`src/rtl/half_adder_pkg.sv`:
```
// Shared types and constants for the vectorised half adder.
// Latency: n/a (declarations only).
// Backpressure: n/a.
package half_adder_pkg;

  // Lane count used when the instantiating block does not override WIDTH.
  localparam int HA_WIDTH_DEFAULT = 1;

  // Bits needed to hold a lane count in the range 0..w inclusive.
  function automatic int cnt_width(input int w);
    return $clog2(w + 1);
  endfunction

  // Result of one half-adder lane.
  typedef struct packed {
    logic sum;
    logic carry;
  } ha_result_t;

endpackage : half_adder_pkg

```
`src/rtl/half_adder_cell.sv`:
```
// Single-bit combinational half adder: sum = a^b, carry = a&b.
// Latency: 0 cycles (pure combinational).
// Backpressure: none; the output follows the inputs.
module half_adder_cell
  import half_adder_pkg::*;
(
  input  logic       a,
  input  logic       b,
  output ha_result_t res
);

  // Lane function.
  always_comb begin
    res       = '0;
    res.sum   = a ^ b;
    res.carry = a & b;
  end

endmodule : half_adder_cell

```
`src/rtl/half_adder.sv`:
```
// WIDTH independent half-adder lanes plus carry OR-reduction and popcount.
// Latency: 1 cycle with OUT_REG=1; 0 cycles for data with OUT_REG=0 (out_valid always 1 cycle).
// Backpressure: none; the consumer must accept every out_valid pulse.
module half_adder
  import half_adder_pkg::*;
#(
  parameter int WIDTH   = HA_WIDTH_DEFAULT,
  parameter bit OUT_REG = 1'b1
) (
  input  logic                          clk,
  input  logic                          rst_n,
  input  logic                          in_valid,
  input  logic [WIDTH-1:0]              a,
  input  logic [WIDTH-1:0]              b,
  output logic                          out_valid,
  output logic [WIDTH-1:0]              s,
  output logic [WIDTH-1:0]              c,
  output logic                          carry_any,
  output logic [cnt_width(WIDTH)-1:0]   carry_cnt
);

  localparam int CW = cnt_width(WIDTH);

  ha_result_t        lane_res [WIDTH];
  logic [WIDTH-1:0]  s_comb;
  logic [WIDTH-1:0]  c_comb;
  logic              carry_any_comb;
  logic [CW-1:0]     carry_cnt_comb;

  // One cell per lane; lanes never interact.
  for (genvar i = 0; i < WIDTH; i++) begin : g_lane
    half_adder_cell u_cell (
      .a   (a[i]),
      .b   (b[i]),
      .res (lane_res[i])
    );
  end

  // Gather lane results into sum/carry vectors and reduce the carries.
  always_comb begin
    s_comb         = '0;
    c_comb         = '0;
    carry_cnt_comb = '0;
    for (int i = 0; i < WIDTH; i++) begin
      s_comb[i]      = lane_res[i].sum;
      c_comb[i]      = lane_res[i].carry;
      carry_cnt_comb = carry_cnt_comb + CW'(lane_res[i].carry);
    end
    carry_any_comb = |c_comb;
  end

  // The valid pipeline is registered in both output modes.
  logic out_valid_q;
  logic out_valid_d;

  // Next valid state: a fresh result exists exactly when an operand pair arrived.
  always_comb begin
    out_valid_d = in_valid;
  end

  // Valid register; reset takes priority over an incoming operand pair.
  always_ff @(posedge clk) begin
    if (!rst_n) out_valid_q <= 1'b0;
    else        out_valid_q <= out_valid_d;
  end

  assign out_valid = out_valid_q;

  if (OUT_REG) begin : g_out_reg
    logic [WIDTH-1:0] s_q, s_d;
    logic [WIDTH-1:0] c_q, c_d;
    logic             carry_any_q, carry_any_d;
    logic [CW-1:0]    carry_cnt_q, carry_cnt_d;

    // Load new results only on in_valid; otherwise hold, so X on idle operands never leaks in.
    always_comb begin
      s_d         = s_q;
      c_d         = c_q;
      carry_any_d = carry_any_q;
      carry_cnt_d = carry_cnt_q;
      if (in_valid) begin
        s_d         = s_comb;
        c_d         = c_comb;
        carry_any_d = carry_any_comb;
        carry_cnt_d = carry_cnt_comb;
      end
    end

    // Result registers with synchronous clear.
    always_ff @(posedge clk) begin
      if (!rst_n) begin
        s_q         <= '0;
        c_q         <= '0;
        carry_any_q <= 1'b0;
        carry_cnt_q <= '0;
      end else begin
        s_q         <= s_d;
        c_q         <= c_d;
        carry_any_q <= carry_any_d;
        carry_cnt_q <= carry_cnt_d;
      end
    end

    assign s         = s_q;
    assign c         = c_q;
    assign carry_any = carry_any_q;
    assign carry_cnt = carry_cnt_q;
  end else begin : g_out_comb
    // Data outputs track the operands directly, regardless of in_valid or reset.
    assign s         = s_comb;
    assign c         = c_comb;
    assign carry_any = carry_any_comb;
    assign carry_cnt = carry_cnt_comb;
  end

endmodule : half_adder

```
`config.mk`:
```
export PLATFORM = sky130hd
export DESIGN_NAME = half_adder
export DESIGN_NICKNAME = d
export VERILOG_FILES = /design/src/rtl/half_adder_pkg.sv /design/src/rtl/half_adder_cell.sv /design/src/rtl/half_adder.sv
export SDC_FILE = /design/constraint.sdc
export NUM_CORES = 1
export LEC_CHECK = 0
export ABC_AREA = 1
export BUFFER_PORTS_ARGS = -buffer_cell sky130_fd_sc_hd__buf_2
export CORE_AREA = 5 5 42 44
export CTS_CLUSTER_SIZE = 12
export DETAILED_ROUTE_END_ITERATION = 8
export DIE_AREA = 0 0 47 49
export PLACE_DENSITY_LB_ADDON = 0.2
export SETUP_SLACK_MARGIN = 0.05
export SLEW_MARGIN = 15
export SYNTH_ARGS = -nofsm -noshare
export SYNTH_HDL_FRONTEND = slang
export SYNTH_SLANG_ARGS = --single-unit
```
`constraint.sdc`:
```
create_clock -name clk -period 0.8 [get_ports clk]
set_input_delay 0.04 -clock clk [delete_from_list [all_inputs] [get_ports clk]]
set_output_delay 0.04 -clock clk [all_outputs]
set_load 0.05 [all_outputs]
```
After elaboration in Yosys (flattened, before gate mapping)

Index checks and enable logic that the tools add are counted.
W data, S select, Z words.

Register bits: 3
Bits in latches: 0
Bits in writable memories: 0
Memory bits (read-only): 0
Bits of input ports: 5
Output and inout port bits: 5
Word-level logic and storage cells: 5
Memories kept: 0

Add/sub/neg operators: 0
$mul: 0
Div/mod/pow operators: 0
$lt $le $gt $ge: 0
Equality and inequality tests: 0
Shift-type cells: 0
Mux-type cells: 0
Bitwise operators: 2
Reductions and logical operators: 0

Operators by type and width:

| kind          | number |
|---|---|
| $and A1 B1 Y1 | 1 |
| $xor A1 B1 Y1 | 1 |

Depth between registers and ports, before layout

Depth after elaboration: 1
Gate-level depth with buffers: 5
Gate-level depth less buffers: 5

Modules after synthesis

Synthesis repeated with hierarchy kept, for this count alone.

Cells, all modules: 18
Area total of the unflattened synthesis: 132.6 um^2

Modules (own cells, without submodules):

| module          | times used | cells an instance | area each (um^2) | sequential area each (um^2) |
|---|---|---|---|---|
| half_adder      | 1          | 17                | 120.1            | 60.1 |
| half_adder_cell | 1          | 1                 | 12.5             | 0.0 |

Worst setup path after synthesis

OpenSTA, ideal clock, no wires.

Path kind: register to output
Start point: register c (netlist name)
End point: output carry_any
Data arrival time: 0.933 ns
Required time: 0.760 ns
Path slack: -0.173 ns
Cell stages (with the launch flop): 2
Path buffers: 1
Cell sequence: dfxtp_1 -> buf_4

RTL lines:

| item          | RTL line         | source |
|---|---|---|
| end, declared | half_adder.sv:18 | `output logic carry_any,` |

==> reports/qor.txt <==
Wirelength per Cell: 6.40 microns
vias in the first global route: 135
Final Slew Violations: 0
max-cap violation count: 0
GP Congestion: 0.633
final setup vio count: 0
Initial DRC Count: 2
placed insts: 41
Nets: 36
CTS Buf Count: 3
CP peak stage delay: 360 ps
Worst Reg2Reg Path Length in Cells: 2
DRT antenna net count: 0
Starting Density: 9.46%
Leak: 0.135 nW
Seq cells post-synth: 3
mapped cell area: 133 sq um
Skew-Pair Late Insertion Delay: 230 ps
Non-Filler Instances: 45
fin crit share: 99.1%
Avg Inst Size Synth: 7.37 sq um
vias per std cell: 2.98
Clock Sinks: 3
Req. time, crit path: 760 ps
worst r2r src: c
Slew headroom: 92.8%
Post-CTS Setup Repair Bufs: 0
met2 wire len: 102 microns
initial antenna violation count: 0
Hold Vio Cnt, Final: 0
hold path depth: 3
Cell Chain, Critical Path: buf_6
diodes inserted: 0
Core ar.: 1400 sq um
outcome: finished clean
H-tree levels: 1
final WL: 288 microns
share of layout cells above drive strength 1: 51.7%
Tot GR Track Use: 3.44%
vias after detailed routing: 134
Residual DRC: 0
Area contributors post-synth: dfxtp_1 (45%), nand2_1 (14%), buf_4 (11%), nor2_1 (11%), ha_1 (9.4%)
register area share after synthesis: 45.3%
Final WS setup: 7.46 ps
Clock Skew: 0 ps
WS Path Type: register to output pin
Overflow after GRT: 0
Die H: 49 microns
Hold WC Path Type: primary input to register
highest metal used: met3
Netlist cell types: 6
PortBufs: 9
Synth Instances: 18
CP bufs+invs: 1
Hold Crit Endpoint: out_valid
crit path DAT: 750 ps
Area growth syn-to-layout: 91.5%
CTS root buffer: clkbuf_4
Clock transition at path regs: 40 ps
IO Pins: 10
Critical Path End Type: output pin
P_int: 399 uW
Worst path top cell family by delay: flip-flops
Die ar.: 2300 sq um
post-synth top area share: 45.3%
largest net degree at the start of global routing: 6
min cycle time layout: 793 ps
Worst IR Drop VDD: 0.655 mV
switching share of power: 29.9%
Comb pwr share: 22.9%
detailed route wirelength on metal3: 47 microns
TritonRoute pass-1 iters: 2
Ys Warns: 0
RSZ-0062 raised after global routing: yes
Die W: 47 microns
Pwr per Cell Area: 2240 nW/um^2
switching pwr: 170 uW
RR Endpoint: c
M1 wire length: 138 microns
Seq pwr share: 30.0%
std cell rows: 14
syn_nets: 24
reg-to-reg slack, setup: 200 ps
Hold Path Origin: rst_n
crit path max fanout: 4
TritonCTS clock tree: yes
Fmax achieved: 1.26 GHz
Clk network pwr share: 47.2%
DP Worst Slack: 84.6 ps
element type at the critical path start: register
Clock Tree Buf Depth: 2
worst-margin pin slew: 108 ps
area leader, netlist: dfxtp_1
Slowest-stage cell, CP: dfxtp_4
first-pass GRT wire length: 503 microns
[synthesized netlist by cell type]
cell and number:
inv_1 3, dfxtp_1 3, nor2_1 4, buf_4 2, ha_1 1, nand2_1 5
[cells in the final DEF (no fill, tap or decap)]
cell / Yosys / routed
buf_2: 0 / 4
buf_6: 0 / 3
buf_8: 0 / 2
clkbuf_1: 0 / 1
clkbuf_4: 0 / 3
dfxtp_2: 0 / 2
dfxtp_4: 0 / 1
ha_1: 1 / 1
inv_1: 3 / 3
nand2_1: 5 / 5
nor2_1: 4 / 4
[layer usage]
layer,global-route usage (%),vias up
met5,0,-
met3,5.17,0
li1,-,71
met1,2.83,55
met4,2.76,0
met2,3.62,8
[how the worst max path moves through the flow]
stage                     from         to  slack [ps]  cells past startpoint
final                        c  carry_cnt           7                      1
after global routing         c          c         -30                      1
after CTS                    c          c          -8                      1
after detailed placement     a          s          80                      6
after global placement       a          s         100                      6
after floorplan              c  carry_any         110                      1
[layout make-up]
| class | count | area (sq um) |
|---|---|---|
| Fill cell | 163 | 1150 |
| Timing Repair Buffer | 9 | 83.8 |
| Sequential cell | 3 | 66.3 |
| Multi-Input combinational cell | 10 | 46.3 |
| Clock buffer | 4 | 26.3 |
| Tap cell | 16 | 20.0 |
| Inverter | 3 | 11.3 |
[sequential cells by signal (all words and copies together) (netlist names)]
register	count
c	1
s	1
out_valid	1
[cells by family (layout without fill, tap and decap cells)]
family	Yosys count	in the layout	synth area share, %
AND/OR/NAND/NOR	9	9	25.5
flip-flops	3	3	45.3
adder cells (fa/ha/maj)	1	1	9.43
buffers and inverters	5	16	19.8
[power by group through the flow]
stage	logic [mW]	clock network (mW)	registers, mW
floorplan	0.0497	0	0.203
global placement	0.108	0	0.167
detailed placement	0.108	0	0.167
CTS	0.130	0.284	0.171
global route	0.140	0.302	0.172
finish	0.130	0.269	0.171
[repair_timing]
action | in CTS | in global routing
endpoints found under the setup margin | 5 | 5
pin swaps | 0 | 0
resized for setup | 12 | 1
hold buffers | 0 | 0
[stage by stage]
stage	area, sq um	util (%)	power (mW)	hold WS [ps]	TNS, ps
2_1_floorplan	138	-	0.252	133	0
5_1_grt	254	18.1	0.613	25.5	-73.9
6_report	254	18.1	0.569	19.5	0
3_5_place_dp	188	13.4	0.275	263	0
4_1_cts	250	17.9	0.584	14.4	-24.7
3_3_place_gp	188	13.4	0.275	265	0
(Power assumes the default switching activity.)
